<file path="src/rtl/bicubic_window_fetch_pkg.sv">
// Shared constants and state encoding for the bicubic 4x4 window fetcher.
package bicubic_window_fetch_pkg;

   localparam int                WIN_N    = 4;
   localparam int                WIN_TAPS = WIN_N * WIN_N;
   localparam logic signed [2:0] TAP_OFF  = -3'sd1;
   localparam int                ADDR_W   = 14;
   localparam int                SIZE_W   = 5;

   typedef enum logic [1:0] {
      IDLE  = 2'd0,
      FETCH = 2'd1,
      TAIL  = 2'd2,
      HOLD  = 2'd3
   } state_t;

endpackage

</file>
<file path="src/rtl/bicubic_window_fetch_if.sv">
// Request, image-memory and window buses of the bicubic window fetcher.
interface bicubic_window_fetch_if
   import bicubic_window_fetch_pkg::*;
#(
   parameter int PIX_W   = 8,
   parameter int COORD_W = 7
);

   logic                      req_valid;
   logic                      req_ready;
   logic [COORD_W-1:0]        req_x;
   logic [COORD_W-1:0]        req_y;

   logic                      mem_cen;
   logic [ADDR_W-1:0]         mem_a;
   logic [PIX_W-1:0]          mem_q;

   logic                      win_valid;
   logic                      win_ready;
   logic [WIN_TAPS*PIX_W-1:0] win_data;

   modport master (
      output req_valid, req_x, req_y, win_ready, mem_q,
      input  req_ready, mem_cen, mem_a, win_valid, win_data
   );

   modport slave (
      input  req_valid, req_x, req_y, win_ready, mem_q,
      output req_ready, mem_cen, mem_a, win_valid, win_data
   );

endinterface

</file>
<file path="src/rtl/bicubic_coord_clamp.sv">
// Clamps centre+offset into [0, limit-1]; a zero limit behaves as one.
module bicubic_coord_clamp #(
   parameter int COORD_W = 7,
   parameter int LIM_W   = 5
) (
   input  logic signed [2:0]   offset,
   input  logic [COORD_W-1:0]  centre,
   input  logic [LIM_W-1:0]    limit,
   output logic [COORD_W-1:0]  index
);

   logic signed [8:0] pos;
   logic signed [8:0] hi;
   logic signed [8:0] sel;

   always_comb begin
      pos = $signed({{(9-COORD_W){1'b0}}, centre}) + $signed({{6{offset[2]}}, offset});
      if (limit == '0) begin
         hi = 9'sd0;
      end else begin
         hi = $signed({{(9-LIM_W){1'b0}}, limit}) - 9'sd1;
      end
      if (pos < 9'sd0) begin
         sel = 9'sd0;
      end else if (pos > hi) begin
         sel = hi;
      end else begin
         sel = pos;
      end
      index = COORD_W'(sel);
   end

endmodule

</file>
<file path="src/rtl/bicubic_window_fetch.sv">
// Fetches a clamped 4x4 neighbourhood from a registered image memory and
// presents it as one packed window under a valid/ready handshake.
module bicubic_window_fetch
   import bicubic_window_fetch_pkg::*;
#(
   parameter int PIX_W   = 8,
   parameter int COORD_W = 7
) (
   input  logic                 CLK,
   input  logic                 RST,
   bicubic_window_fetch_if.slave bus,
   input  logic [COORD_W-1:0]   H0,
   input  logic [COORD_W-1:0]   V0,
   input  logic [SIZE_W-1:0]    SW,
   input  logic [SIZE_W-1:0]    SH,
   output logic                 busy
);

   state_t                    state;
   state_t                    state_nx;
   logic [3:0]                k;
   logic [COORD_W-1:0]        x_q, y_q, h0_q, v0_q;
   logic [SIZE_W-1:0]         sw_q, sh_q;
   logic signed [2:0]         off_r, off_c;
   logic [COORD_W-1:0]        row_idx, col_idx;
   logic [COORD_W-1:0]        row, col;
   logic [ADDR_W-1:0]         addr;
   logic [ADDR_W-1:0]         mem_a_q;
   logic                      vld_p1;
   logic [3:0]                slot_idx_p1;
   logic [PIX_W-1:0]          slot [WIN_TAPS];

   assign off_r = $signed({1'b0, k[3:2]}) + TAP_OFF;
   assign off_c = $signed({1'b0, k[1:0]}) + TAP_OFF;

   bicubic_coord_clamp #(.COORD_W(COORD_W), .LIM_W(SIZE_W)) u_row_clamp (
      .offset (off_r),
      .centre (y_q),
      .limit  (sh_q),
      .index  (row_idx)
   );

   bicubic_coord_clamp #(.COORD_W(COORD_W), .LIM_W(SIZE_W)) u_col_clamp (
      .offset (off_c),
      .centre (x_q),
      .limit  (sw_q),
      .index  (col_idx)
   );

   assign row  = v0_q + row_idx;
   assign col  = h0_q + col_idx;
   assign addr = ADDR_W'({row, col});

   always_comb begin
      state_nx      = state;
      bus.req_ready = 1'b0;
      bus.win_valid = 1'b0;
      bus.mem_cen   = 1'b1;
      bus.mem_a     = mem_a_q;
      busy          = 1'b1;
      unique case (state)
         IDLE: begin
            bus.req_ready = 1'b1;
            busy          = 1'b0;
            if (bus.req_valid) state_nx = FETCH;
         end
         FETCH: begin
            // Address is presented in the issue cycle so the registered
            // memory returns it exactly one cycle later.
            bus.mem_cen = 1'b0;
            bus.mem_a   = addr;
            if (k == 4'(WIN_TAPS-1)) state_nx = TAIL;
         end
         TAIL: state_nx = HOLD;
         HOLD: begin
            bus.win_valid = 1'b1;
            if (bus.win_ready) state_nx = IDLE;
         end
      endcase
   end

   always_ff @(posedge CLK or posedge RST) begin
      if (RST) begin
         state       <= IDLE;
         k           <= '0;
         mem_a_q     <= '0;
         vld_p1      <= 1'b0;
         slot_idx_p1 <= '0;
         x_q         <= '0;
         y_q         <= '0;
         h0_q        <= '0;
         v0_q        <= '0;
         sw_q        <= '0;
         sh_q        <= '0;
      end else begin
         state       <= state_nx;
         // p1: read k issued last cycle, data arrives on mem_q now
         vld_p1      <= (state == FETCH);
         slot_idx_p1 <= k;
         if (state == IDLE && bus.req_valid) begin
            x_q  <= bus.req_x;
            y_q  <= bus.req_y;
            h0_q <= H0;
            v0_q <= V0;
            sw_q <= SW;
            sh_q <= SH;
            k    <= '0;
         end
         if (state == FETCH) begin
            k       <= k + 4'd1;
            mem_a_q <= addr;
         end
      end
   end

   always_ff @(posedge CLK or posedge RST) begin
      if (RST) begin
         for (int i = 0; i < WIN_TAPS; i++) slot[i] <= '0;
      end else if (vld_p1) begin
         slot[slot_idx_p1] <= bus.mem_q;
      end
   end

   for (genvar g = 0; g < WIN_TAPS; g++) begin : g_pack
      assign bus.win_data[g*PIX_W +: PIX_W] = slot[g];
   end

endmodule

</file>
<file path="src/flat_wrapper.sv">
// flat-port wrapper written by rule: the top's interface ports become plain ports
module bicubic_window_fetch_flat import bicubic_window_fetch_pkg::*;
#(
   parameter int PIX_W   = 8,
   parameter int COORD_W = 7
)
  (CLK, RST, H0, V0, SW, SH, busy, bus_req_valid, bus_req_x, bus_req_y, bus_win_ready, bus_mem_q, bus_req_ready, bus_mem_cen, bus_mem_a, bus_win_valid, bus_win_data);
  bicubic_window_fetch_if #(.PIX_W(PIX_W), .COORD_W(COORD_W)) bus_i ();
  input  logic CLK;
  input  logic RST;
  input  logic [COORD_W-1:0] H0;
  input  logic [COORD_W-1:0] V0;
  input  logic [SIZE_W-1:0] SW;
  input  logic [SIZE_W-1:0] SH;
  output logic busy;
  input wire logic [$bits(bus_i.req_valid)-1:0] bus_req_valid;
  input wire logic [$bits(bus_i.req_x)-1:0] bus_req_x;
  input wire logic [$bits(bus_i.req_y)-1:0] bus_req_y;
  input wire logic [$bits(bus_i.win_ready)-1:0] bus_win_ready;
  input wire logic [$bits(bus_i.mem_q)-1:0] bus_mem_q;
  output wire logic [$bits(bus_i.req_ready)-1:0] bus_req_ready;
  output wire logic [$bits(bus_i.mem_cen)-1:0] bus_mem_cen;
  output wire logic [$bits(bus_i.mem_a)-1:0] bus_mem_a;
  output wire logic [$bits(bus_i.win_valid)-1:0] bus_win_valid;
  output wire logic [$bits(bus_i.win_data)-1:0] bus_win_data;
  assign bus_i.req_valid = bus_req_valid;
  assign bus_i.req_x = bus_req_x;
  assign bus_i.req_y = bus_req_y;
  assign bus_i.win_ready = bus_win_ready;
  assign bus_i.mem_q = bus_mem_q;
  assign bus_req_ready = bus_i.req_ready;
  assign bus_mem_cen = bus_i.mem_cen;
  assign bus_mem_a = bus_i.mem_a;
  assign bus_win_valid = bus_i.win_valid;
  assign bus_win_data = bus_i.win_data;
  bicubic_window_fetch #(.PIX_W(PIX_W), .COORD_W(COORD_W)) u_core (.CLK(CLK), .RST(RST), .bus(bus_i), .H0(H0), .V0(V0), .SW(SW), .SH(SH), .busy(busy));
endmodule
</file>
<file path="config.mk">
export PLATFORM = sky130hd
export DESIGN_NAME = bicubic_window_fetch_flat
export DESIGN_NICKNAME = d
export VERILOG_FILES = /design/src/rtl/bicubic_window_fetch_pkg.sv /design/src/rtl/bicubic_window_fetch_if.sv /design/src/rtl/bicubic_coord_clamp.sv /design/src/rtl/bicubic_window_fetch.sv /design/src/flat_wrapper.sv
export SDC_FILE = /design/constraint.sdc
export NUM_CORES = 1
export LEC_CHECK = 0
export CAP_MARGIN = 0
export CORE_MARGIN = 2
export CORE_UTILIZATION = 40
export CTS_BUF_LIST = sky130_fd_sc_hd__clkbuf_2
export DETAILED_ROUTE_END_ITERATION = 12
export PLACE_DENSITY = 0.65
export SLEW_MARGIN = 20
export SYNTH_ARGS = -nofsm -noshare
export SYNTH_HDL_FRONTEND = slang
export SYNTH_SLANG_ARGS = --single-unit
</file>
<file path="constraint.sdc">
create_clock -name CLK -period 10.01 [get_ports CLK]
set_clock_uncertainty 0.2 [all_clocks]
set_input_delay 2.002 -clock CLK [delete_from_list [all_inputs] [get_ports CLK]]
set_output_delay 2.002 -clock CLK [all_outputs]
set_load 0.01 [all_outputs]
</file>
Yosys cells after proc, flatten, opt, wreduce, memory -nomap -nowiden
Index checks and enable logic that the tools add are counted.
Widths: inputs -> output; s select.
{"block": "totals", "ff_bits": 191, "wordCells": 77, "latch_bits": 0, "ramBits": 0, "out_inout_bits": 146, "mem_bits_ro": 0, "n_memories": 0, "inputBits": 50}
{"block": "classes", "mux": 20, "bitwise": 1, "add_sub_neg": 9, "div_mod_pow": 0, "reduce_logical": 7, "magnitude_cmp": 6, "eq_ne": 7, "multipliers": 0, "shifts": 0}
{"op": "$bwmux 128", "count": 1}
{"op": "$demux 8 s4", "count": 1}
{"op": "$mux 7", "count": 4}
{"op": "$add 8x3->9", "count": 2}
{"op": "$gt 9x9->1", "count": 2}
{"op": "$lt 9x1->1 const B", "count": 2}
{"op": "$mux 9", "count": 2}
{"op": "$add 7x7->7", "count": 2}
{"op": "$mux 14", "count": 1}
{"op": "$sub 5x1->6 const B", "count": 2}
{"op": "$logic_not 5->1", "count": 2}
{"op": "$mux 4", "count": 2}
{"op": "$mux 8", "count": 1}
{"op": "$pmux 2 s4", "count": 1}
{"op": "$add 3x1->3 const B", "count": 2}
{"op": "$mux 2", "count": 3}
{"op": "$ge 5x5->1 const B", "count": 1}
{"op": "$lt 5x1->1 const B", "count": 1}
{"op": "$not 4->5", "count": 1}
{"op": "$add 4x1->4 const B", "count": 1}
{"op": "$eq 2x2->1 const B", "count": 2}
{"op": "$eq 4x4->1 const B", "count": 1}
{"op": "$mux 1", "count": 4}
{"op": "$ne 2x2->1 const B", "count": 2}
{"op": "other kinds (6)", "count": 7}

Logic depth before layout (Yosys ltp)
Gate-level depths: netlist of run 1.
{"block": "depth", "ltp_word": 7, "depth_mapped": 26, "depth_no_buf": 26}

By module
From an unflattened synthesis of run 1, not the netlist that was laid out.
{"block": "hier_totals", "cells_unflattened": 717, "area_unflattened_um2": 9397.8}
{"mod": "bicubic_window_fetch", "cells_each": 517, "seq_area_each_um2": 4779.6, "n_inst": 1, "area_each_um2": 7871.3}
{"mod": "bicubic_coord_clamp (u_core.u_col_clamp)", "cells_each": 107, "seq_area_each_um2": 0.0, "n_inst": 1, "area_each_um2": 810.8}
{"mod": "bicubic_coord_clamp (u_core.u_row_clamp)", "cells_each": 93, "seq_area_each_um2": 0.0, "n_inst": 1, "area_each_um2": 715.7}

Worst setup path before layout of run 1
OpenSTA, ideal clock, no wires.
{"block": "synth_timing", "kind": "flip-flop to output port", "start": "reg u_core.k[0]", "end": "out bus_mem_a[6]", "slack_ps": 2241, "required_ps": 7808, "n_path_buf": 0, "stages_incl_launch_ff": 21, "t_arrival_ps": 5567, "cell_sequence": "dfrtp_1 > inv_1 > ha_1 > fa_1 > or3_1 > a32o_1 > or3_1 > and2_2 > ha_1 > a21o_1 > a211o_1 > a211oi_1 > nor2_1 > a211oi_1 > ha_1 > nor2b_1 > o31a_1 > o211a_1 > o31ai_1 > nor3_1 > or3b_1"}
{"block": "synth_via", "elab_chain_len": 7, "word_cells_on_any_way": 8, "classes_between": "3 x add/sub; 2 x order compare; 3 x mux"}
{"element": "start, declared", "line_no": "bicubic_window_fetch.sv:21", "rtl": "logic [3:0] k;"}
{"element": "start signal, assigned", "line_no": "bicubic_window_fetch.sv:110", "rtl": "k <= k + 4'd1;"}
{"element": "$add 3x1->3 *", "line_no": "bicubic_window_fetch.sv:34", "rtl": "assign off_c = $signed({1'b0, k[1:0]}) + TAP_OFF;"}
{"element": "$add 8x3->9 *", "line_no": "bicubic_coord_clamp.sv:17", "rtl": "pos = $signed({{(9-COORD_W){1'b0}}, centre}) + $signed({{6{offset[2]}}, offset});"}
{"element": "$gt 9x9->1", "line_no": "bicubic_coord_clamp.sv:25", "rtl": "end else if (pos > hi) begin"}
{"element": "$mux 7", "line_no": "bicubic_coord_clamp.sv:25"}
{"element": "$mux 7 *", "line_no": "bicubic_coord_clamp.sv:23", "rtl": "if (pos < 9'sd0) begin"}
{"element": "$add 7x7->7 *", "line_no": "bicubic_window_fetch.sv:51", "rtl": "assign col = h0_q + col_idx;"}
{"element": "$mux 14 *"}
{"element": "end, declared", "line_no": "flat_wrapper.sv:23", "rtl": "output wire logic [$bits(bus_i.mem_a)-1:0] bus_mem_a;"}
Mark *: on every way between the ends. The rest lies on a longest branch, timed or not.

Worst setup path in the final report of run 1
Ends and elaborated chain as after synthesis.

==> flow_summary.toml, run 1 <==
[critical_path]
worst_setup_path_end_kind = "output pin"
timing.rr.start = "u_core.k[0]"
crit_arrival_ns = 7.23
reg2regPathDepth = 20
worst_setup_path_start_kind = "flop"
timing.setup.critical_path_class = "reg2out"
timing.critical_path.fanout_max = 9
timing.reg2reg.setup_slack_ns = 3.70
regToRegEndpoint = "u_core.mem_a_q[6]"
critPathRequiredTime_ns = 7.81

[clocking]
postCtsHoldBufs = 0
clock_sink_count = 191
cts_max_path_buffers = 2
cts_made_buffers = 17
cts-htree-levels = 4
clk_pin_slew_worst_paths_ns = 0.26
tritoncts = "done"
insertion_delay_ns = 0.73
cts_root_buffer = "sky130_fd_sc_hd__clkbuf_2"
post_cts.resized_instances = 0
post-cts-setup-buffer-count = 0

[logic_synthesis]
synth.largest_area_cell = "sky130_fd_sc_hd__dfrtp_1"
synth_seq_cells = 191
synthCells = 766
netlist_top_cells_area = "sky130_fd_sc_hd__dfrtp_1 51%, sky130_fd_sc_hd__mux2_2 21%, sky130_fd_sc_hd__ha_1 6.1%"
synth_edf_count = 0
synthTopCellsByCount = "191 x sky130_fd_sc_hd__dfrtp_1, 177 x sky130_fd_sc_hd__mux2_2, 46 x sky130_fd_sc_hd__ha_1, 39 x sky130_fd_sc_hd__inv_1, 36 x sky130_fd_sc_hd__nor2_1"
syn_nets = 866
post_synth_num_cell_types = 59
synth-async-reset-ratio_pct = 100
ys.warnings.count = 0
synth_largest_type_area_fraction_pct = 50.8
synth-seq-area-share_pct = 50.8
yosys.cell_count.top_type = "sky130_fd_sc_hd__dfrtp_1"
yosys_most_used_dff = "sky130_fd_sc_hd__dfrtp_1"
post_synth.cell_area_avg_sq_um = 12.3
summed_instance_area_of_the_synthesized_netlist_sq_mm = 0.00941

[sta]
tightestPinTransition_ns = 0.974
rsz0062_at_grt = "no"
maxSlewViolCount = 0
final.hold.worst_slack_ns = 0.311
final.setup.tns_ns = 0
final_hold_viol_count = 0
finalCritPeriodShare_pct = 94.3
max_freq_ghz = 0.106
fin_crit_ns = 9.44
timing.final.setup_violations = 0
max_slew_headroom_pct = 35.1

[placed_design]
io_buffers = 195
finalWeightedCongestion = 0.793
dp_hpwl_mm = 15.7

[hold_path]
min_delay_path_depth = 0
whs_endpoint = "u_core.slot_idx_p1[3]"
worstHoldPathType = "reg2reg"
worstHoldStart = "u_core.k[3]"

[finish]
syn2layout_area_growth_pct = 26.7
nets = 1054
final_layout_size_suffix_gt1_share_pct = 23.0
utilization_after_layout_pct = 51.2

[drt]
drt_pass1_iterations = 4
detailedRoute.firstIterationViolations = 291
route.vias.total = 6470
wl_per_cell_um = 16.7
final_antenna_net_count = 0
viasPerCell = 5.03
route.detailed.drc = 0
totalWireLength_mm = 21.5

[global_route]
grt_first_pass_wirelength_mm = 34.5
grt_remaining_overflow = 0
pin_count_of_the_biggest_net_entering_global_routing = 115
antenna_found_initial = 1
first_global_vias = 6334
grt.total_usage_pct = 17.8

[die]
num_rows = 56
chipWidth_um = 157
initial_core_util_pct = 40.4
floorplan.core_area_sq_mm = 0.0233
floorplan.die.height_um = 157
i_o_pins = 196
design.die.area_sq_mm = 0.0248

[flow_run]
drv_cap = 0

[outcome]
outcome = "finished clean"
[layout make-up]
type	count	area (sq um)
Clock inverter	15	164
Tap cell	319	399
Fill cell	2102	11300
Multi-Input combinational cell	504	4340
Antenna cell	1	2.50
Sequential cell	191	4780
Clock buffer	17	85.1
Timing Repair Buffer	200	1990
Inverter	40	158
[worst max path at each step]
stage                      from      endpoint  slack (ns)  cells after the start
finish              u_core.k[0]  bus_mem_a[6]        0.57                     21
global route        u_core.k[0]  bus_mem_a[6]        0.03                     27
CTS                 u_core.k[0]  bus_mem_a[6]        0.47                     21
detailed placement  u_core.k[0]  bus_mem_a[6]        1.38                     21
global placement    u_core.k[0]  bus_mem_a[6]        1.50                     21
floorplan           u_core.k[0]  bus_mem_a[6]        2.24                     20
[per-layer routing]
metal  up-vias  GRT usage, %  routed length, um
met1      3197          24.7              10200
met3         8          4.19               1090
li1       3108             -                  -
met2       157          28.8              10100
met4         0          3.29                133
met5         -             0                  0
[registers in the layout, summed over array words and instances (netlist names)]
name / count
u_core.bus.win_data: 128
u_core.vld_p1: 1
u_core.y_q: 7
u_core.mem_a_q: 14
u_core.k: 4
u_core.sh_q: 5
u_core.slot_idx_p1: 4
u_core.state: 2
u_core.v0_q: 7
u_core.x_q: 7
u_core.sw_q: 5
u_core.h0_q: 7
[layout by cell type, fill, tap and decap left out, drive strengths merged, types with 3 or more instances in the layout]
cell type	n
nor3	11
o31a	3
o31ai	3
fa	4
mux2i	3
clkinv	9
a21o	11
dfrtp	191
nand2	32
o21ai	29
nand4	5
nand3b	3
nor2b	9
a32o	4
nor2	36
ha	46
o21bai	4
nand2b	7
a211oi	9
a21oi	19
xnor2	17
xor2	6
clkdlybuf4s50	195
nand3	10
buf	5
inv	45
o21a	4
clkbuf	17
nor3b	5
and2	7
mux2	177
or3	7
[critical path, cell delays in order (launching register included)]
cell and delay (ns):
sky130_fd_sc_hd__dfrtp_1 0.48, sky130_fd_sc_hd__inv_1 0.11, sky130_fd_sc_hd__ha_1 0.35, sky130_fd_sc_hd__fa_1 0.48
sky130_fd_sc_hd__or3_1 0.33, sky130_fd_sc_hd__a32o_1 0.26, sky130_fd_sc_hd__or3_1 0.36, sky130_fd_sc_hd__and2_2 0.20
sky130_fd_sc_hd__ha_1 0.28, sky130_fd_sc_hd__a21o_1 0.19, sky130_fd_sc_hd__a211o_1 0.30, sky130_fd_sc_hd__a211oi_1 0.41
sky130_fd_sc_hd__nor2_1 0.26, sky130_fd_sc_hd__a211oi_1 0.28, sky130_fd_sc_hd__ha_1 0.30, sky130_fd_sc_hd__nor2b_1 0.16
sky130_fd_sc_hd__o31a_1 0.28, sky130_fd_sc_hd__o211a_1 0.23, sky130_fd_sc_hd__o31ai_1 0.32, sky130_fd_sc_hd__nor3_1 0.07
sky130_fd_sc_hd__or3b_1 0.41, sky130_fd_sc_hd__clkdlybuf4s50_1 0.49
[metrics by stage]
| step | std cells | worst slack [ns] | instance area (sq um) |
|---|---|---|---|
| after floorplan | 766 | 2.24 | 9410 |
| after global placement | 1254 | 1.50 | 11700 |
| after detailed placement | 1254 | 1.38 | 11700 |
| after CTS | 1286 | 0.469 | 11900 |
| after global routing | 1287 | 0.0275 | 11900 |
| final | 1287 | 0.574 | 11900 |
[logic make-up after synthesis]
logic type	share of synthesized area (%)
compound gates	7.86
mux	21.5
flops	50.8
xor+xnor	2.14
simple gates	7.69
fa+ha+maj	6.97
buf+inv	3.02
Power of run 1 is not shown: default switching activity piles up to over one toggle a cycle in this logic, so the estimate is an artifact.
==> run 2: changes to the inputs <==
- CTS_BUF_LIST: sky130_fd_sc_hd__clkbuf_2 -> not set
==> flow_summary.toml, run 2 (same netlist as run 1, synthesis figures left out) <==
[clocking]
insertion_delay_ns = 0.43
postCtsHoldBufs = 0
tritoncts = "done"
clk_pin_slew_worst_paths_ns = 0.07
post_cts.resized_instances = 0
cts_made_buffers = 17
clock_sink_count = 191
cts_max_path_buffers = 2
cts-htree-levels = 4
post-cts-setup-buffer-count = 0
cts_root_buffer = "sky130_fd_sc_hd__clkbuf_16"

[placed_design]
dp_hpwl_mm = 15.7
io_buffers = 195
finalWeightedCongestion = 0.793

[drt]
route.detailed.drc = 0
viasPerCell = 5.01
totalWireLength_mm = 21.6
route.vias.total = 6441
drt_pass1_iterations = 4
final_antenna_net_count = 0
detailedRoute.firstIterationViolations = 317
wl_per_cell_um = 16.8

[die]
floorplan.die.height_um = 157
chipWidth_um = 157
i_o_pins = 196
floorplan.core_area_sq_mm = 0.0233
initial_core_util_pct = 40.4
num_rows = 56
design.die.area_sq_mm = 0.0248

[critical_path]
timing.critical_path.cells = "inv_1 -> ha_1 -> fa_1 -> or3_1 -> a32o_1 -> or3_1 -> and2_2 -> ha_1 -> a21o_1 -> a211o_1 -> a211oi_1 -> nor2_1 -> a211oi_1 -> ha_1 -> nor2b_1 -> o31a_1 -> o211a_1 -> o31ai_1 -> nor3_1 -> or3b_1 -> clkdlybuf4s50_1"
worst_setup_path_start_kind = "flop"
cell_repeated_most_along_the_worst_path = "sky130_fd_sc_hd__ha_1"
critical-path-max-stage-delay_ns = 0.49
timing.critical_path.fanout_max = 9
critPathRequiredTime_ns = 7.81
worst_setup_path_end_kind = "output pin"
crit_arrival_ns = 6.90
critical_path.n_buffers_inverters = 2
timing.setup.critical_path_class = "reg2out"
critPathTopFamily = "compound AO/OA/AOI/OAI gates"
crit_slowest_cell = "sky130_fd_sc_hd__clkdlybuf4s50_1"

[outcome]
outcome = "finished clean"

[sta]
rsz0062_at_grt = "no"
max_freq_ghz = 0.110
max_slew_headroom_pct = 34.8
timing.final.setup_violations = 0
final_hold_viol_count = 0
fin_crit_ns = 9.10
maxSlewViolCount = 0
tightestPinTransition_ns = 0.979
finalCritPeriodShare_pct = 90.9
final.setup.tns_ns = 0

[global_route]
grt_remaining_overflow = 0
grt.total_usage_pct = 18.0
antenna_found_initial = 0
first_global_vias = 6370
pin_count_of_the_biggest_net_entering_global_routing = 115
grt_first_pass_wirelength_mm = 34.7

[finish]
syn2layout_area_growth_pct = 30.3
nets = 1054
final_layout_size_suffix_gt1_share_pct = 23.0
largest_reg_flops = 128
mostFrequentLayoutCell = "sky130_fd_sc_hd__clkdlybuf4s50_1"
layout.cells.most_common_list = "195 x sky130_fd_sc_hd__clkdlybuf4s50_1, 191 x sky130_fd_sc_hd__dfrtp_1, 177 x sky130_fd_sc_hd__mux2_2"
num_antenna_cells = 0

[flow_run]
drv_cap = 0

[hold_path]
worstHoldPathType = "reg2reg"
run 2: path summary, 6_finish.rpt:
| path | startpoint | to | slack, ns | depth (start not counted) |
|---|---|---|---|---|
| setup / recovery | u_core.k[0] | bus_mem_a[6] | 0.91 | 21 |
| hold / removal | u_core.k[3] | u_core.slot_idx_p1[3] | 0.27 | 0 |
| setup reg to reg | u_core.k[0] | u_core.mem_a_q[6] | 3.71 | 20 |
| hold reg to reg | u_core.k[3] | u_core.slot_idx_p1[3] | 0.27 | 0 |
| max in group asynchronous | RST | u_core.bus.win_data[50] | 6.16 | 3 |
| min in group asynchronous | RST | u_core.bus.win_data[126] | 1.92 | 2 |
run 2: cell type report:
cell class                      count  area [sq um]
Clock buffer                       17           425
Clock inverter                     15           164
Fill cell                        2059         11000
Inverter                           40           158
Multi-Input combinational cell    504          4340
Sequential cell                   191          4780
Tap cell                          319           399
Timing Repair Buffer              200          1990
run 2: metrics by stage:
| step | setup WS [ns] | utilization, % | cell area (sq um) | std cells | hold slack (ns) |
|---|---|---|---|---|---|
| after floorplan | 2.24 | - | 9410 | 766 | 0.217 |
| after global placement | 1.50 | 50.2 | 11700 | 1254 | 0.234 |
| after detailed placement | 1.38 | 50.2 | 11700 | 1254 | 0.259 |
| after CTS | 0.880 | 52.7 | 12300 | 1286 | 0.274 |
| after global routing | 0.470 | 52.7 | 12300 | 1286 | 0.305 |
| final | 0.912 | 52.7 | 12300 | 1286 | 0.271 |
run 2: worst reg2reg max path, cell delays in order, from the launching register on:
cell and delay (ns):
sky130_fd_sc_hd__dfrtp_1 0.42, sky130_fd_sc_hd__inv_1 0.11, sky130_fd_sc_hd__ha_1 0.35, sky130_fd_sc_hd__fa_1 0.48, sky130_fd_sc_hd__or3_1 0.33, sky130_fd_sc_hd__a32o_1 0.26
sky130_fd_sc_hd__or3_1 0.36, sky130_fd_sc_hd__and2_2 0.20, sky130_fd_sc_hd__ha_1 0.28, sky130_fd_sc_hd__a21o_1 0.18, sky130_fd_sc_hd__a211o_1 0.30, sky130_fd_sc_hd__a211oi_1 0.41
sky130_fd_sc_hd__nor2_1 0.25, sky130_fd_sc_hd__a211oi_1 0.28, sky130_fd_sc_hd__ha_1 0.30, sky130_fd_sc_hd__nor2b_1 0.16, sky130_fd_sc_hd__o31a_1 0.28, sky130_fd_sc_hd__o211a_1 0.23
sky130_fd_sc_hd__o31ai_1 0.32, sky130_fd_sc_hd__nor3_1 0.07, sky130_fd_sc_hd__or3b_1 0.41
run 2: layer usage:
metal / GRT usage (%) / up-vias / part of all wire, %
met2: 28.8 / 152 / 47
met1: 24.8 / 3161 / 47
met3: 4.07 / 14 / 5.3
li1: - / 3114 / -
met4: 4.42 / 0 / 1.0
met5: 0 / - / 0
Power of run 2 is left out for the same reason.
